===== config.mk =====
export PLATFORM = sky130hd
export DESIGN_NAME = mod_148_4_cmd_codec
export DESIGN_NICKNAME = d
export VERILOG_FILES = /design/src/rtl/mod_148_4_cmd_codec.sv
export SDC_FILE = /design/constraint.sdc
export NUM_CORES = 1
export LEC_CHECK = 0
export ABC_AREA = 1
export ABC_CLOCK_PERIOD_IN_PS = 2000
export CAP_MARGIN = 30
export CORE_MARGIN = 2
export CORE_UTILIZATION = 45
export DETAILED_ROUTE_END_ITERATION = 10
export GPL_ROUTABILITY_DRIVEN = 0
export MAX_ROUTING_LAYER = met4
export PLACE_DENSITY = 0.82
export SLEW_MARGIN = 30
export SYNTH_ARGS = -nofsm -noshare
export SYNTH_HDL_FRONTEND = slang
export SYNTH_SLANG_ARGS = --single-unit

===== constraint.sdc =====
create_clock -name clk -period 2 [get_ports clk]
set_input_delay 0.3 -clock clk [delete_from_list [all_inputs] [get_ports clk]]
set_output_delay 0.3 -clock clk [all_outputs]
set_load 0.05 [all_outputs]

===== src/rtl/mod_148_4_cmd_codec.sv =====
// ----------------------------------------------------------------------------
// mod_148_4_cmd_codec
// MII-side command codec for the PLCA control channel, one per node.
//   TX: muxes MAC data or a BEACON/COMMIT command symbol onto TXD/TX_EN/TX_ER.
//   RX: qualifies repeated command nibbles into rx_cmd, tracks frame
//       reception, and strips command symbols from the MAC receive path.
// Ports:
//   clk, plca_reset                   nibble clock, synchronous active-high reset
//   tx_cmd, mac_txd/tx_en/tx_er       TX command and MAC transmit data
//   TXD, TX_EN, TX_ER                 PHY transmit (registered)
//   RXD, RX_DV, RX_ER                 PHY receive
//   rx_cmd, receiving, rx_cmd_err     decoded receive status (registered)
//   mac_rxd, mac_rx_dv, mac_rx_er     MAC receive path, commands stripped (registered)
// ----------------------------------------------------------------------------
module mod_148_4_cmd_codec #(
    parameter int unsigned CMD_QUAL = 2,
    parameter int unsigned QUAL_W   = 4
) (
    input  logic       clk,
    input  logic       plca_reset,
    input  logic [1:0] tx_cmd,
    input  logic [3:0] mac_txd,
    input  logic       mac_tx_en,
    input  logic       mac_tx_er,
    output logic [3:0] TXD,
    output logic       TX_EN,
    output logic       TX_ER,
    input  logic [3:0] RXD,
    input  logic       RX_DV,
    input  logic       RX_ER,
    output logic [1:0] rx_cmd,
    output logic       receiving,
    output logic [3:0] mac_rxd,
    output logic       mac_rx_dv,
    output logic       mac_rx_er,
    output logic       rx_cmd_err
);

    localparam logic [1:0] CMD_BEACON = 2'b00;
    localparam logic [1:0] CMD_COMMIT = 2'b01;
    localparam logic [1:0] CMD_NONE   = 2'b10;

    localparam logic [QUAL_W-1:0] QUAL_MAX = QUAL_W'(CMD_QUAL);
    localparam logic              QUAL_ONE = (CMD_QUAL <= 1);

    typedef enum logic [1:0] {
        RX_IDLE,
        RX_QUAL,
        RX_CMD,
        RX_DATA
    } rx_state_e;

    rx_state_e         state_q, state_d;
    logic [QUAL_W-1:0] cnt_q, cnt_d;
    logic [1:0]        pat_q, pat_d;

    logic [3:0] txd_q, txd_d;
    logic       tx_en_q, tx_en_d;
    logic       tx_er_q, tx_er_d;
    logic [1:0] rx_cmd_q, rx_cmd_d;
    logic       receiving_q, receiving_d;
    logic [3:0] mac_rxd_q, mac_rxd_d;
    logic       mac_rx_dv_q, mac_rx_dv_d;
    logic       mac_rx_er_q, mac_rx_er_d;
    logic       rx_cmd_err_q, rx_cmd_err_d;

    // Receive symbol classification (only meaningful outside a frame)
    logic       is_bcn, is_cmt, is_cmd, is_bad;
    logic [1:0] rx_pat;
    logic [QUAL_W-1:0] cnt_inc;

    always_comb begin
        is_bcn  = !RX_DV && RX_ER && (RXD == 4'h2);
        is_cmt  = !RX_DV && RX_ER && (RXD == 4'h3);
        is_cmd  = is_bcn || is_cmt;
        is_bad  = !RX_DV && RX_ER && !is_cmd;
        rx_pat  = is_cmt ? CMD_COMMIT : CMD_BEACON;
        cnt_inc = (cnt_q >= QUAL_MAX) ? QUAL_MAX : cnt_q + QUAL_W'(1);
    end

    // Next-state and registered-output logic
    always_comb begin
        state_d      = state_q;
        cnt_d        = cnt_q;
        pat_d        = pat_q;
        txd_d        = mac_txd;
        tx_en_d      = 1'b0;
        tx_er_d      = mac_tx_er;
        rx_cmd_d     = CMD_NONE;
        receiving_d  = 1'b0;
        mac_rxd_d    = RXD;
        mac_rx_dv_d  = RX_DV;
        mac_rx_er_d  = RX_ER;
        rx_cmd_err_d = is_bad;

        // TX encode: MAC data has priority over any command
        if (mac_tx_en) begin
            tx_en_d = 1'b1;
        end else if (tx_cmd == CMD_BEACON) begin
            txd_d   = 4'h2;
            tx_er_d = 1'b1;
        end else if (tx_cmd == CMD_COMMIT) begin
            txd_d   = 4'h3;
            tx_er_d = 1'b1;
        end

        // RX FSM; a new or different command always restarts qualification
        if (RX_DV) begin
            state_d = RX_DATA;
            cnt_d   = '0;
        end else if (is_cmd) begin
            if ((state_q == RX_QUAL || state_q == RX_CMD) && rx_pat == pat_q) begin
                cnt_d   = cnt_inc;
                state_d = (cnt_inc >= QUAL_MAX) ? RX_CMD : RX_QUAL;
            end else begin
                cnt_d   = QUAL_W'(1);
                pat_d   = rx_pat;
                state_d = QUAL_ONE ? RX_CMD : RX_QUAL;
            end
        end else begin
            state_d = RX_IDLE;
            cnt_d   = '0;
        end

        if (state_d == RX_CMD) begin
            rx_cmd_d = pat_d;
        end
        receiving_d = (state_d == RX_DATA);

        // Command symbols never reach the MAC
        if (is_cmd) begin
            mac_rxd_d   = 4'h0;
            mac_rx_dv_d = 1'b0;
            mac_rx_er_d = 1'b0;
        end
    end

    // State and output registers
    always_ff @(posedge clk) begin
        if (plca_reset) begin
            state_q      <= RX_IDLE;
            cnt_q        <= '0;
            pat_q        <= CMD_BEACON;
            txd_q        <= 4'h0;
            tx_en_q      <= 1'b0;
            tx_er_q      <= 1'b0;
            rx_cmd_q     <= CMD_NONE;
            receiving_q  <= 1'b0;
            mac_rxd_q    <= 4'h0;
            mac_rx_dv_q  <= 1'b0;
            mac_rx_er_q  <= 1'b0;
            rx_cmd_err_q <= 1'b0;
        end else begin
            state_q      <= state_d;
            cnt_q        <= cnt_d;
            pat_q        <= pat_d;
            txd_q        <= txd_d;
            tx_en_q      <= tx_en_d;
            tx_er_q      <= tx_er_d;
            rx_cmd_q     <= rx_cmd_d;
            receiving_q  <= receiving_d;
            mac_rxd_q    <= mac_rxd_d;
            mac_rx_dv_q  <= mac_rx_dv_d;
            mac_rx_er_q  <= mac_rx_er_d;
            rx_cmd_err_q <= rx_cmd_err_d;
        end
    end

    assign TXD        = txd_q;
    assign TX_EN      = tx_en_q;
    assign TX_ER      = tx_er_q;
    assign rx_cmd     = rx_cmd_q;
    assign receiving  = receiving_q;
    assign mac_rxd    = mac_rxd_q;
    assign mac_rx_dv  = mac_rx_dv_q;
    assign mac_rx_er  = mac_rx_er_q;
    assign rx_cmd_err = rx_cmd_err_q;

endmodule


==> impl_metrics.tcl, run 1 <==
set metrics [dict create \
    status "finished clean" \
    syn_avg_cell_area_um2 8.45 \
    clk_pin_slew_ns 0.11 \
    yosysWarnings 0 \
    vdd_drop_max_mv 0.489 \
    fp.dieW_um 47.3 \
    synth-adder-area-share 0.0296 \
    die_area_mm2 0.00224 \
    first_pass_iters 4 \
    switching_share 0.270 \
    clk_latency_ns 0.30 \
    hpwl_mm 1.36 \
    finClkSkew_ns 0.00291 \
    rsz0062_at_grt "false" \
    fmax_mhz 568 \
    crit_slowest_cell "clkdlybuf4s50_1" \
    io_buffers 31 \
    seqPwrFrac 0.580 \
    regArea_um2 480 \
    ant_nets 0 \
    path_max_fanout 1 \
    finalSetupViolCount 0 \
    worstSetupStartpointType "flip-flop" \
    antenna_found_initial 0 \
    vias 742 \
    htreeDepth 1 \
    whs_ns 0.444 \
    worstPathCellList "clkdlybuf4s50_1" \
    synthToLayoutAreaGrowth_pct 42.2 \
    wl_per_cell_um 10.8 \
    cts_tree "done" \
    syn_nets 118 \
    fin_util 0.688 \
    netlist_area_um2 845 \
    postPlaceCellArea_mm2 0.00118 \
    internal_power_mw 0.634 \
    power_density_mw_per_mm2 723 \
    grt_pass1_wl_mm 2.87 \
    arrival_ns 1.46 \
    tns_ns 0 \
    drive_gt1_frac 0.0752 \
    crit_family "buffers and inverters" \
    synth_top_family_by_area "simple AND/OR/NAND/NOR gates" \
    slew-limit-headroom 0.656 \
    yosysTopAreaCell "dfxtp_1" \
    synth_xor_area_frac 0.0104 \
    drv_slew 0 \
    die_h_um 47.3 \
    ioPinCount 32 \
    worst_slew_pin_slew_ns 0.514 \
    p_sw_mw 0.234 \
    rows 15 \
    core_area_mm2 0.00175 \
    postLayoutCellArea_mm2 0.00120 \
    timing_hold_violations_final 0 \
    netlist.area_leader.share 0.569 \
    clkPwrFrac 0.227 \
    cts_setup_buffers 0 \
    multi_input_area_um2 297 \
    ys_types 20 \
    final_common_cell "clkdlybuf4s50_1" \
    synth_compound_area_frac 0.0148 \
    p_comb_frac 0.193 \
    grt_max_degree 13 \
    grt.overflow.total 0 \
    cp_num_buf_inv 1 \
    synth_area_leaders "dfxtp_1 (57%), nor2_1 (12%), inv_1 (6.2%), nand2_1 (4.9%), nand3_1 (3.6%)" \
    crit_type "reg2out" \
    hold_path.class "reg2reg" \
    ys_seq_elements 24 \
    maxCapViolCount 0 \
    total_power_mw 0.868 \
    layout.cells.non_filler 158 \
    drcViolationCount 0 \
    holdBufCountCts 0 \
    placed_cells 155 \
    num_antenna_cells 0 \
    clkSinkCount 24 \
    syn_inst 100 \
    grt_use_total 0.192 \
    final_cell_mix "clkdlybuf4s50_1 (31), nor2_1 (26), dfxtp_1 (24)" \
    cts_buffer_depth 2 \
    fin_crit_sh 0.881 \
    initial_core_util 0.484 \
    cts_resized 0 \
    cts_buffers 3 \
    power_leakage_nw 0.550 \
    worst_slack_ns 0.239 \
    routed_wl_mm 1.71 \
    finalCriticalPeriod_ns 1.76 \
    ys_seq_area_frac 0.569 \
    place_ws_ns 0.368 \
    synthMuxAreaShare 0 \
    slowest_delay_ns 0.81 \
    drtIter0Drc 15 \
    cp.required_ns 1.70 \
    cp-end-kind "output port" \
    grt_pass1_vias 726 \
    vias_per_cell 4.70 \
    clock-root-buffer "clkbuf_4" \
    synth_simple_gate_area_frac 0.292 \
    n_fill_cell 141 \
    fin_nets 153 \
]
## final cells by class
class	count	area share
sequential	24	0.400
clock buffer	3	0.0188
tap	25	0.0260
inverter	16	0.0500
timing repair buffer	31	0.258
multi-input combinational	59	0.247
## routing by layer
layer | share of wire | global-route usage
met1 | 0.40 | 0.202
met2 | 0.54 | 0.335
met3 | 0.054 | 0.0500
met4 | 0.011 | 0.0778
met5 | 0 | -
## synthesized netlist by cell type
cell type / n
dfxtp_1: 24
buf_4: 1
and3_1: 1
xnor2_1: 1
nand3_1: 6
nor2_1: 26
nor2_2: 1
a21boi_0: 1
inv_1: 14
nand4_2: 1
nand2_2: 2
o21ai_0: 1
nand2_1: 11
conb_1: 1
inv_2: 2
nor3_1: 1
nor3_4: 1
ha_1: 2
and2_1: 1
nand4_1: 2
## state kept, by name, indices dropped and copies added (netlist names)
register and count:
TXD 4, TX_EN 1, TX_ER 1, cnt_q 4
mac_rx_dv 1, mac_rx_er 1, mac_rxd 4, pat_q 2
receiving 1, rx_cmd 2, rx_cmd_err 1, state_q 2
## power groups by stage
stage          combinational, mW  clock, mW  sequential (mW)
2_1_floorplan             0.0400          0            0.571
3_3_place_gp               0.164          0            0.514
3_5_place_dp               0.168          0            0.515
4_1_cts                    0.169      0.199            0.504
5_1_grt                    0.181      0.214            0.505
6_report                   0.168      0.197            0.503
## path summary, 6_finish.rpt
check	start	to	slack, ns	depth (start not counted)
worst max-delay path	mac_rxd[2]$_SDFF_PP0_	mac_rxd[2]	0.24	1
worst min register to register	pat_q[1]$_SDFF_PP0_	pat_q[1]$_SDFF_PP0_	0.44	2
worst max register to register	cnt_q[0]$_SDFF_PP0_	state_q[0]$_SDFF_PP0_	0.68	8
worst min-delay path	pat_q[1]$_SDFF_PP0_	pat_q[1]$_SDFF_PP0_	0.44	2
## kinds of logic after synthesis
family,count (synthesis)
adder cells (fa/ha/maj),2
XOR/XNOR,1
flip-flops,24
AO/OA/AOI/OAI,2
other,1
buffers and inverters,17
AND/OR/NAND/NOR,53
(Power assumes the default switching activity.)
==> run 2, diff against run 1 <==
- CORE_UTILIZATION: 45 -> 50
- DONT_BUFFER_PORTS: not set -> 1
- PLACE_DENSITY: 0.82 -> not set
==> run 2 against run 1 <==
Compared with the run above: final area fell by 26%; sequential share of layout area rose by 14 points; cell count fell by 25%; highest routed layer unchanged; via count fell by 22%; sequential cell count did not move; clock skew rose by 0.0019 ns; hold slack got worse by 0.40 ns.
==> impl_metrics.tcl, run 2 (synthesis gave the netlist of run 1 again) <==
set metrics [dict create \
    finalCriticalPeriod_ns 1.27 \
    ant_nets 0 \
    worstSetupStartpointType "flip-flop" \
    drtIter0Drc 4 \
    cts_buffers 3 \
    finClkSkew_ns 0.00478 \
    io_buffers 0 \
    grt.overflow.total 0 \
    ioPinCount 32 \
    whs_ns 0.0396 \
    die_h_um 45.1 \
    fin_util 0.580 \
    grt_use_total 0.159 \
    drive_gt1_frac 0.107 \
    drv_slew 0 \
    postPlaceCellArea_um2 857 \
    p_comb_frac 0.050 \
    initial_core_util 0.548 \
    tns_ns 0 \
    clk_latency_ns 0.31 \
    maxCapViolCount 0 \
    fmax_mhz 786 \
    seqPwrFrac 0.661 \
    grt_pass1_vias 545 \
    cts_buffer_depth 2 \
    clk_pin_slew_ns 0.12 \
    cp-end-kind "flip-flop" \
    hpwl_um 946 \
    clkPwrFrac 0.289 \
    htreeDepth 1 \
    holdBufCountCts 0 \
    drcViolationCount 0 \
    placed_cells 115 \
    wl_per_cell_um 10.3 \
    rows 14 \
    power_density_mw_per_mm2 950 \
    layout.cells.non_filler 119 \
    status "finished clean" \
    synthToLayoutAreaGrowth_pct 5.78 \
    routed_wl_mm 1.23 \
    p_sw_mw 0.224 \
    timing_hold_violations_final 0 \
    crit_type "reg2reg" \
    die_area_mm2 0.00203 \
    first_pass_iters 3 \
    cts_setup_buffers 0 \
    vias 578 \
    arrival_ns 1.47 \
    hold_depth 1 \
    fin_nets 122 \
    worstRegToRegCells 7 \
    final_cell_mix "nor2_1 (26), dfxtp_1 (24), inv_1 (14)" \
    clkSinkCount 24 \
    antenna_found_initial 0 \
    internal_power_mw 0.625 \
    vdd_drop_max_mv 0.518 \
    finalSetupViolCount 0 \
    final_common_cell "nor2_1" \
    hold_path.class "in2reg" \
    cp.required_ns 2.20 \
    clock-root-buffer "clkbuf_4" \
    fp.dieW_um 45.1 \
    core_area_mm2 0.00154 \
    cts_resized 0 \
    vias_per_cell 4.86 \
    power_leakage_nw 0.439 \
    num_antenna_cells 0 \
    path_max_fanout 3 \
    fin_crit_sh 0.636 \
    grt_max_degree 14 \
    grt_pass1_wl_mm 2.17 \
    cts_tree "done" \
    rsz0062_at_grt "false" \
    postLayoutCellArea_um2 893 \
    switching_share 0.264 \
]
==> run 2: changes by cell type in the layout (fill, tap and decap cells not counted) <==
| cell | previous run | this run |
|---|---|---|
| clkdlybuf4s50_1 | 31 | 0 |
| clkbuf_8 | 0 | 1 |
==> run 2: worst paths after layout <==
path | slack (ns) | start | endpoint
setup / recovery | 0.73 | cnt_q[0]$_SDFF_PP0_ | rx_cmd[0]$_SDFF_PP0_
hold / removal | 0.04 | plca_reset | TX_EN$_SDFF_PP0_
setup reg to reg | 0.73 | cnt_q[0]$_SDFF_PP0_ | rx_cmd[0]$_SDFF_PP0_
hold reg to reg | 0.44 | pat_q[1]$_SDFF_PP0_ | pat_q[1]$_SDFF_PP0_
==> run 2: per-layer routing <==
| layer | track usage | part of all wire | vias up | routed length (µm) |
|---|---|---|---|---|
| met1 | 0.188 | 0.45 | 245 | 558 |
| met2 | 0.220 | 0.43 | 23 | 535 |
| li1 | - | - | 306 | - |
| met5 | - | 0 | - | 0 |
| met3 | 0.0520 | 0.083 | 4 | 102 |
| met4 | 0.124 | 0.028 | 0 | 34 |
==> run 2: power by group through the flow <==
stage	logic [mW]	registers, mW	clock network (mW)
2_1_floorplan	0.0400	0.571	0
3_3_place_gp	0.0422	0.572	0
3_5_place_dp	0.0429	0.572	0
4_1_cts	0.0428	0.561	0.256
5_1_grt	0.0500	0.563	0.280
6_report	0.0424	0.561	0.246
==> run 2: critical path, cell delays in order (launching register included) <==
cell and delay [ns]:
dfxtp_1 0.35, inv_1 0.06, ha_1 0.19, nor2_1 0.11, and2_1 0.18, nand3_1 0.11, nand4_2 0.12, nor2_1 0.04
==> run 2: layout make-up <==
class	count	area (µm²)
Clock buffer	4	36.3
Fill cell	150	648
Inverter	16	60.1
Multi-Input combinational cell	59	297
Sequential cell	24	480
Tap cell	16	20.0
==> run 2: per-stage QoR <==
step / power (mW) / setup WS, ns
2_1_floorplan: 0.611 / 0.863
3_3_place_gp: 0.615 / 0.814
3_5_place_dp: 0.615 / 0.740
4_1_cts: 0.860 / 0.717
5_1_grt: 0.893 / 0.610
6_report: 0.849 / 0.728
==> run 3, diff against run 2 <==
- ABC_CLOCK_PERIOD_IN_PS: 2000 -> 1100
- PLACE_DENSITY: not set -> 0.68
- clock period: 2 -> 1.1 ns (I/O delays scaled with it)
==> run 3 against run 2 <==
Compared with the run above: the flow now finishes with violations (setup timing); critical path depth unchanged; sequential power grew 75%; maximum frequency is 13% higher; die area unchanged; count of clock-buffer cells in the layout is 1 lower; clock power increased by 43%; clock skew fell by 0.0032 ns; hold slack worse by 0.026 ns; critical path type unchanged.
==> impl_metrics.tcl, run 3 (synthesis gave the netlist of run 1 again) <==
set metrics [dict create \
    status "complete, but fails checks" \
    violations "setup timing" \
    arrival_ns 1.32 \
    worstPathCellList "inv_2 > ha_4 > nor2_4 > and2_4 > nand3_4 > nand4_4 > nor2_1" \
    fin_util 0.757 \
    internal_power_mw 1.12 \
    rows 14 \
    crit_slowest_cell "dfxtp_2" \
    placed_cells 123 \
    r2r_end "rx_cmd[0]$_SDFF_PP0_" \
    layout.cells.non_filler 141 \
    cp.required_ns 1.29 \
    clk_latency_ns 0.30 \
    rsz0062_at_grt "true" \
    drcViolationCount 0 \
    die_h_um 45.1 \
    grt_use_total 0.192 \
    reg2reg_from "cnt_q[0]$_SDFF_PP0_" \
    drv_slew 0 \
    finalSetupViolCount 4 \
    crit_type "reg2reg" \
    seqPwrFrac 0.640 \
    cts_buffer_depth 2 \
    power_leakage_nw 0.552 \
    drtIter0Drc 13 \
    clkPwrFrac 0.230 \
    vias_per_cell 4.91 \
    vias 692 \
    worst_slack_ns -0.0303 \
    ff2ff_setup_slack_ns -0.03 \
    cts_tree "done" \
    worstRegToRegCells 7 \
    final_common_cell "nor2_1" \
    ant_nets 0 \
    hold_path.class "in2reg" \
    htreeDepth 1 \
    finalCriticalPeriod_ns 1.13 \
    cp-end-kind "flip-flop" \
    slowest_delay_ns 0.35 \
    clock-root-buffer "clkbuf_4" \
    fin_nets 145 \
    worstSetupEndpoint "rx_cmd[0]$_SDFF_PP0_" \
    finClkSkew_ns 0.00156 \
    tns_ns -0.0713 \
    ioPinCount 32 \
    final_cell_mix "nor2_1 (24), dlygate4sd3_1 (14), dfxtp_1 (13), inv_1 (13), dfxtp_2 (11)" \
    critPathLaunch "cnt_q[0]$_SDFF_PP0_" \
    antenna_found_initial 0 \
    io_buffers 0 \
    wl_per_cell_um 11.7 \
    p_comb_frac 0.130 \
    path_max_fanout 3 \
    num_antenna_cells 0 \
    worstSetupStartpointType "flip-flop" \
    fin_crit_sh 1.03 \
    routed_wl_mm 1.65 \
    fmax_mhz 885 \
    die_area_mm2 0.00203 \
    vdd_drop_max_mv 1.17 \
    hpwl_mm 1.03 \
    grt_max_degree 13 \
    grt_pass1_wl_mm 2.68 \
    p_sw_mw 0.414 \
    grt.overflow.total 0 \
    core_area_mm2 0.00154 \
    timing_hold_violations_final 0 \
    power_density_mw_per_mm2 1310 \
    initial_core_util 0.548 \
    drive_gt1_frac 0.328 \
    clkSinkCount 24 \
    synthToLayoutAreaGrowth_pct 38.2 \
    cts_buffers 3 \
    first_pass_iters 4 \
    grt_pass1_vias 698 \
    clk_pin_slew_ns 0.11 \
    maxCapViolCount 0 \
    hold_depth 2 \
    switching_share 0.270 \
    fp.dieW_um 45.1 \
]
run 3: changes by cell type in the layout (fill, tap and decap cells not counted), moves of 2 or more:
cell | before | now
nor2_1 | 26 | 24
nand3_2 | 0 | 2
dfxtp_1 | 24 | 13
nand2_2 | 2 | 4
nand3_1 | 6 | 3
dlygate4sd3_1 | 0 | 14
nand2_1 | 11 | 9
buf_4 | 0 | 9
dfxtp_2 | 0 | 11
run 3: worst min path at each step:
stage | startpoint | endpoint | slack (ns)
after global placement | plca_reset | pat_q[0]$_SDFF_PP0_ | 0.24
after global routing | plca_reset | rx_cmd[1]$_SDFF_PP1_ | 0.003
after floorplan | RX_DV | rx_cmd_err$_SDFF_PP0_ | 0.24
after CTS | RXD[3] | mac_rxd[3]$_SDFF_PP0_ | 0.0008
final | plca_reset | rx_cmd[1]$_SDFF_PP1_ | 0.01
after detailed placement | plca_reset | TXD[1]$_SDFF_PP0_ | 0.24
run 3: layout make-up:
| type | count | area [µm²] |
|---|---|---|
| Sequential cell | 24 | 494 |
| Fill cell | 107 | 374 |
| Multi-Input combinational cell | 59 | 363 |
| Timing Repair Buffer | 23 | 208 |
| Inverter | 16 | 60.1 |
| Clock buffer | 3 | 22.5 |
| Tap cell | 16 | 20.0 |
run 3: metal layers:
metal | wire, µm | up-vias | GRT usage
met5 | 0 | - | -
met4 | 22 | 0 | 0.0706
met3 | 107 | 4 | 0.0600
met2 | 805 | 25 | 0.329
met1 | 713 | 311 | 0.208
li1 | - | 352 | -
run 3: timing repair:
action,in CTS,in global routing
hold buffers,14,0
endpoints found under the setup margin,15,7
setup buffers,1,0
pin swaps,2,6
hold endpoints to repair,14,0
resized for setup,16,8
run 3: stage by stage:
| stage | cell area (µm²) | power (mW) | setup slack (ns) | hold WS (ns) |
|---|---|---|---|---|
| 3_5_place_dp | 925 | 1.14 | -0.0978 | 0.240 |
| 6_report | 1170 | 1.53 | -0.0303 | 0.0132 |
| 3_3_place_gp | 925 | 1.14 | -0.0303 | 0.239 |
| 4_1_cts | 1130 | 1.53 | -0.0190 | 0.000764 |
| 5_1_grt | 1170 | 1.62 | -0.0912 | 0.00317 |
| 2_1_floorplan | 852 | 1.11 | 0.000372 | 0.242 |
run 3: critical path: cells and delay by family, from the launching register on:
family                     cells  cell delay, ns
adders and majority gates      1            0.15
buffers and inverters          1            0.05
DFF                            1            0.35
and+or+nand+nor                5            0.48
run 3: power by group through the flow:
stage / clock (mW) / sequential [mW] / combinational (mW)
CTS: 0.365 / 0.983 / 0.184
detailed placement: 0 / 0.999 / 0.140
global placement: 0 / 0.998 / 0.137
global route: 0.414 / 0.987 / 0.215
finish: 0.353 / 0.983 / 0.199
floorplan: 0 / 1.04 / 0.0753
